$ cat src/rtl/ysyx_24070016_pkg.sv
// Shared definitions for the instruction fetch unit: FSM state encoding,
// fault-cause codes, the NOP instruction word and a PC alignment helper.
package ysyx_24070016_pkg;

    // Fetch FSM states: request, wait for response, hold for decoder, wait for commit.
    typedef enum logic [1:0] {
        S_REQ  = 2'd0,
        S_WAIT = 2'd1,
        S_HOLD = 2'd2,
        S_EXEC = 2'd3
    } fetch_state_e;

    // Fault cause reported alongside the instruction word.
    localparam logic [1:0] FAULT_NONE     = 2'd0;
    localparam logic [1:0] FAULT_ACCESS   = 2'd1;
    localparam logic [1:0] FAULT_MISALIGN = 2'd2;

    // addi x0, x0, 0 -- substituted for the instruction whenever a fetch faults.
    localparam logic [31:0] INST_NOP = 32'h0000_0013;

    // Default architectural reset PC.
    localparam logic [31:0] PC_RESET_DEFAULT = 32'h8000_0000;

    // A PC is fetchable only when it is word aligned.
    function automatic logic pc_aligned(input logic [31:0] addr);
        return (addr[1:0] == 2'b00);
    endfunction

endpackage

$ cat src/rtl/ysyx_24070016_Reg.sv
// Generic register with synchronous active-high reset and write enable.
// Used for the PC and the instruction holding registers of the fetch unit.
module ysyx_24070016_Reg #(
    parameter int               WIDTH     = 1,
    parameter logic [WIDTH-1:0] RESET_VAL = {WIDTH{1'b0}}
) (
    input  logic             clk,
    input  logic             rst,
    input  logic [WIDTH-1:0] din,
    output logic [WIDTH-1:0] dout,
    input  logic             wen
);

    // Load the reset value on rst, otherwise capture din when enabled.
    always_ff @(posedge clk) begin
        if (rst) begin
            dout <= RESET_VAL;
        end else if (wen) begin
            dout <= din;
        end else begin
            dout <= dout;
        end
    end

endmodule

$ cat src/rtl/ysyx_24070016_ifu_fetch.sv
// Multi-cycle instruction fetch stage. Owns the architectural PC, issues a
// single word read per instruction, presents the result to the decoder with
// a valid/ready handshake and then waits for the commit stage to supply the
// next PC. Exactly one instruction is ever in flight.
module ysyx_24070016_ifu_fetch
    import ysyx_24070016_pkg::*;
#(
    parameter logic [31:0] RESET_PC = PC_RESET_DEFAULT,
    parameter logic [31:0] NOP_INST = INST_NOP
) (
    input  logic        clk,
    input  logic        rst,
    // instruction memory request channel
    output logic        imem_req_valid,
    input  logic        imem_req_ready,
    output logic [31:0] imem_req_addr,
    // instruction memory response channel
    input  logic        imem_resp_valid,
    input  logic [31:0] imem_resp_data,
    input  logic        imem_resp_err,
    // decoder channel
    output logic        inst_valid,
    input  logic        inst_ready,
    output logic [31:0] inst,
    output logic [31:0] inst_pc,
    output logic [1:0]  inst_fault,
    // commit stage next-PC channel
    input  logic        npc_valid,
    input  logic [31:0] npc
);

    fetch_state_e state_r;
    fetch_state_e state_nxt_s;

    logic [31:0] pc_r;
    logic        pc_wen_s;

    logic [31:0] inst_r;
    logic [31:0] inst_din_s;
    logic [1:0]  fault_r;
    logic [1:0]  fault_din_s;
    logic        hold_wen_s;

    logic        npc_aligned_s;

    assign npc_aligned_s = pc_aligned(npc);

    // State register; reset always returns the FSM to issuing a request.
    always_ff @(posedge clk) begin
        if (rst) begin
            state_r <= S_REQ;
        end else begin
            state_r <= state_nxt_s;
        end
    end

    // Next-state logic for the fetch handshake sequence.
    always_comb begin
        state_nxt_s = state_r;
        case (state_r)
            S_REQ: begin
                if (imem_req_ready) begin
                    state_nxt_s = S_WAIT;
                end else begin
                    state_nxt_s = S_REQ;
                end
            end
            S_WAIT: begin
                if (imem_resp_valid) begin
                    state_nxt_s = S_HOLD;
                end else begin
                    state_nxt_s = S_WAIT;
                end
            end
            S_HOLD: begin
                if (inst_ready) begin
                    state_nxt_s = S_EXEC;
                end else begin
                    state_nxt_s = S_HOLD;
                end
            end
            S_EXEC: begin
                if (npc_valid) begin
                    // A misaligned target never reaches memory; it is reported
                    // directly to the decoder as a faulting NOP.
                    if (npc_aligned_s) begin
                        state_nxt_s = S_REQ;
                    end else begin
                        state_nxt_s = S_HOLD;
                    end
                end else begin
                    state_nxt_s = S_EXEC;
                end
            end
            default: begin
                state_nxt_s = S_REQ;
            end
        endcase
    end

    // Write enables and data for the PC and instruction holding registers.
    always_comb begin
        pc_wen_s    = 1'b0;
        hold_wen_s  = 1'b0;
        inst_din_s  = imem_resp_data;
        fault_din_s = FAULT_NONE;
        case (state_r)
            S_WAIT: begin
                // Responses are only meaningful here; elsewhere they are dropped.
                hold_wen_s = imem_resp_valid;
                if (imem_resp_err) begin
                    inst_din_s  = NOP_INST;
                    fault_din_s = FAULT_ACCESS;
                end else begin
                    inst_din_s  = imem_resp_data;
                    fault_din_s = FAULT_NONE;
                end
            end
            S_EXEC: begin
                pc_wen_s = npc_valid;
                if (npc_valid && !npc_aligned_s) begin
                    hold_wen_s  = 1'b1;
                    inst_din_s  = NOP_INST;
                    fault_din_s = FAULT_MISALIGN;
                end else begin
                    hold_wen_s  = 1'b0;
                    inst_din_s  = imem_resp_data;
                    fault_din_s = FAULT_NONE;
                end
            end
            default: begin
                pc_wen_s    = 1'b0;
                hold_wen_s  = 1'b0;
                inst_din_s  = imem_resp_data;
                fault_din_s = FAULT_NONE;
            end
        endcase
    end

    // Architectural PC; also serves as the PC reported with the instruction.
    ysyx_24070016_Reg #(
        .WIDTH     (32),
        .RESET_VAL (RESET_PC)
    ) u_pc_reg (
        .clk  (clk),
        .rst  (rst),
        .din  (npc),
        .dout (pc_r),
        .wen  (pc_wen_s)
    );

    // Fetched (or substituted) instruction word held for the decoder.
    ysyx_24070016_Reg #(
        .WIDTH     (32),
        .RESET_VAL (32'h0000_0000)
    ) u_inst_reg (
        .clk  (clk),
        .rst  (rst),
        .din  (inst_din_s),
        .dout (inst_r),
        .wen  (hold_wen_s)
    );

    // Fault cause travelling with the held instruction.
    ysyx_24070016_Reg #(
        .WIDTH     (2),
        .RESET_VAL (FAULT_NONE)
    ) u_fault_reg (
        .clk  (clk),
        .rst  (rst),
        .din  (fault_din_s),
        .dout (fault_r),
        .wen  (hold_wen_s)
    );

    // Valids are state-decoded and forced low during the reset cycle so that
    // no handshake can complete while the stage is being reinitialised.
    assign imem_req_valid = (state_r == S_REQ)  && !rst;
    assign inst_valid     = (state_r == S_HOLD) && !rst;
    assign imem_req_addr  = pc_r;
    assign inst           = inst_r;
    assign inst_pc        = pc_r;
    assign inst_fault     = fault_r;

endmodule

$ cat config.mk
export PLATFORM = sky130hd
export DESIGN_NAME = ysyx_24070016_ifu_fetch
export DESIGN_NICKNAME = d
export VERILOG_FILES = /design/src/rtl/ysyx_24070016_pkg.sv /design/src/rtl/ysyx_24070016_Reg.sv /design/src/rtl/ysyx_24070016_ifu_fetch.sv
export SDC_FILE = /design/constraint.sdc
export NUM_CORES = 1
export LEC_CHECK = 0
export ABC_AREA = 1
export CAP_MARGIN = 20
export CORE_MARGIN = 2
export CORE_UTILIZATION = 39
export DETAILED_ROUTE_END_ITERATION = 10
export HOLD_SLACK_MARGIN = 0.15
export PLACE_DENSITY = 0.79
export SLEW_MARGIN = 20
export SYNTH_ARGS = -nofsm -noshare
export SYNTH_HDL_FRONTEND = slang
export SYNTH_SLANG_ARGS = --single-unit
$ cat constraint.sdc
create_clock -name clk -period 1.6 [get_ports clk]
set_input_delay 0.32 -clock clk [delete_from_list [all_inputs] [get_ports clk]]
set_output_delay 0.32 -clock clk [all_outputs]
set_load 0.1 [all_outputs]
==> results of run 1 <==
[worst paths after layout]
path	start	to	slack, ns	cells past startpoint
setup / recovery	state_r[1]$_SDFF_PP0_	imem_req_valid	0.10	4
hold reg to reg	u_fault_reg.dout[1]$_SDFFE_PP0P_	u_fault_reg.dout[1]$_SDFFE_PP0P_	0.51	2
hold / removal	rst	state_r[1]$_SDFF_PP0_	0.51	3
setup reg to reg	state_r[1]$_SDFF_PP0_	u_inst_reg.dout[2]$_SDFFE_PP0P_	0.23	9
[cell families (layout without fill, tap and decap cells)]
family                 count (synthesis)  count (layout)  share of synthesized area
and+or+nand+nor                      244             244                      0.341
buffers and inverters                103             248                      0.167
AOI/OAI and AO/OA                     40              40                     0.0640
DFF                                   68              68                      0.427
[power breakdown]
part	internal, mW	leakage (nW)	total, mW	switching (mW)
Sequential	1.79	0.569	1.90	0.110
Combinational	0.699	2.02	1.74	1.04
Clock	0.580	0.0848	1.17	0.589
[state kept, by name, summed over array words and instances (netlist names)]
signal	flops
state_r	2
u_inst_reg.dout	32
u_fault_reg.dout	2
u_pc_reg.dout	32
[cell type report]
type	count	area share
Clock buffer	11	0.0233
Clock inverter	3	0.00247
Inverter	43	0.0265
Multi-Input combinational cell	284	0.215
Sequential cell	68	0.231
Tap cell	102	0.0210
Timing Repair Buffer	191	0.480
[worst max-delay path: cells and delay by family (launching register included)]
kind / cells / cell delay (ns)
buf+inv: 2 / 0.28
flops: 1 / 0.35
simple gates: 2 / 0.22
[layout by cell type (no fill, tap or decap), types with 2 or more instances in the layout]
master,instances
buf_4,16
nand2_1,136
inv_2,3
buf_12,105
dfxtp_1,34
clkdlybuf4s50_1,69
inv_1,30
dfxtp_2,34
clkinv_1,10
o21ai_0,5
clkbuf_8,10
nand3b_1,30
nor2_4,2
clkinv_2,3
nor2_1,41
a21oi_1,33
nand3_1,32
[what timing repair did]
| item | CTS | global route |
|---|---|---|
| setup endpoints to repair | 1 | 2 |
| resized for setup | 1 | 2 |
| setup buffers | 1 | 0 |
| hold endpoints to repair | 0 | 0 |
| hold buffers | 0 | 0 |
[stage by stage]
| stage | worst slack [ns] | power [mW] | std cells | util |
|---|---|---|---|---|
| final | 0.102 | 4.81 | 702 | 0.779 |
| after global routing | 0.0241 | 5.01 | 702 | 0.779 |
| after CTS | 0.0379 | 4.84 | 702 | 0.779 |
| after detailed placement | -0.106 | 3.68 | 687 | 0.758 |
| after global placement | -0.0464 | 3.64 | 687 | 0.758 |
| after floorplan | -0.0201 | 2.94 | 455 | - |
[per-layer routing]
layer / vias up / track usage
met3: 14 / 0.0686
met2: 127 / 0.426
met1: 1517 / 0.275
met4: 0 / 0.0882
met5: - / 0
li1: 1656 / -
==> impl_metrics.tcl, run 1 <==
set metrics [dict create \
    rsz0062_at_grt "false" \
    clk_pin_slew_worst_paths_ns 0.06 \
    whs_ns 0.507 \
    endpoint_kind "output pin" \
    hold_viol 0 \
    synthArstFlopShare 0 \
    drive_gt1_frac 0.293 \
    worstSetupStartpointType "flip-flop" \
    synthToLayoutAreaGrowth_pct 90.9 \
    htree_levels 3 \
    grt_overflow 0 \
    placed_area_mm2 0.00592 \
    yosysMostFrequentCell "nand2_1" \
    max_slew_margin 0.779 \
    firstDrtPassIters 4 \
    clock-sinks 68 \
    start_util 0.408 \
    multi_input_area_mm2 0.00131 \
    setup-tns-final_ns 0 \
    skew_ns 0.00617 \
    gp_congestion 0.826 \
    seq_area_mm2 0.00140 \
    antenna_found_initial 0 \
    fp.dieW_um 94.4 \
    root_buffer "clkbuf_8" \
    yosys.area.top_type "dfxtp_1" \
    fp.dieH_um 94.4 \
    synth_top_area_share 0.427 \
    final.fill_count 477 \
    detailed_place_hpwl_um 8280 \
    crit_type "reg2out" \
    tightest_slew_ns 0.332 \
    cp_data_required_time_ns 1.28 \
    finalMaxSlewViolations 0 \
    io_buffer_count 170 \
    wl_met3_um 938 \
    max_freq_ghz 0.667 \
    met2_length_um 5340 \
    ys_top_cells_by_area "dfxtp_1 (43%), nand2_1 (16%), buf_4 (7.8%), nand3b_1 (7.1%), a21oi_1 (5.2%)" \
    setup_viol 0 \
    wl_per_cell_um 15.0 \
    ys_seq_area_frac 0.427 \
    synthFlopType "dfxtp_1" \
    synthCells 455 \
    num_vias 3314 \
    syn_area_per_cell_um2 7.00 \
    clkLatencyLatePin_ns 0.33 \
    grt.total_usage 0.240 \
    status "finished, final reports clean" \
    top_layer "met4" \
    fin_crit_ns 1.50 \
    synth_edf_count 0 \
    ant_nets 0 \
    cts_tree "yes" \
    syn_nets 526 \
    cp_max_fo 6 \
    wirelength_um 10500 \
    clock_path_buffers 2 \
    ir_drop_v 0.000521 \
    core_mm2 0.00781 \
    die-area_mm2 0.00891 \
    grt_start_max_net_pins 33 \
    grt_pass1_vias 3341 \
    cp.arrival_ns 1.18 \
    syn-cell-area_mm2 0.00319 \
    ios 171 \
    critPathMaxStageDelay_ns 0.35 \
    first_iter_violations 147 \
    leakage_nw 2.68 \
    nNetsFinal 668 \
    met1_length_um 4040 \
    critPathSlowestCell "dfxtp_2" \
    yosysWarnings 0 \
    synth_seq_cells 68 \
    grt_pass1_wl_um 16700 \
    synth_cell_type_count 20 \
    drc 0 \
    drv_cap 0 \
    hold_class "in2reg" \
    path_cells "inv_2 > nand2_1 > nor2_4 > buf_12" \
    avgViaCountPerCell 4.72 \
    powerDensity_mw_per_mm2 791 \
    rows 32 \
    post-route-period-util 0.937 \
    cts_buffers 9 \
    synth_commonest_cells "nand2_1 (136), dfxtp_1 (68), nor2_1 (42)" \
    antennaDiodeCount 0 \
    fin_area_mm2 0.00608 \
]
No activity file was read; power rests on OpenSTA's default activity.
==> run 2, diff against run 1 <==
--- a/config.mk
+++ b/config.mk
@@ -6,6 +6,7 @@
 export NUM_CORES = 1
 export LEC_CHECK = 0
 export ABC_AREA = 1
+export ABC_CLOCK_PERIOD_IN_PS = 1600
 export CAP_MARGIN = 20
 export CORE_MARGIN = 2
 export CORE_UTILIZATION = 39
==> results of run 2 <==
No change in the layout: final DEF, timing and power equal those of run 1.
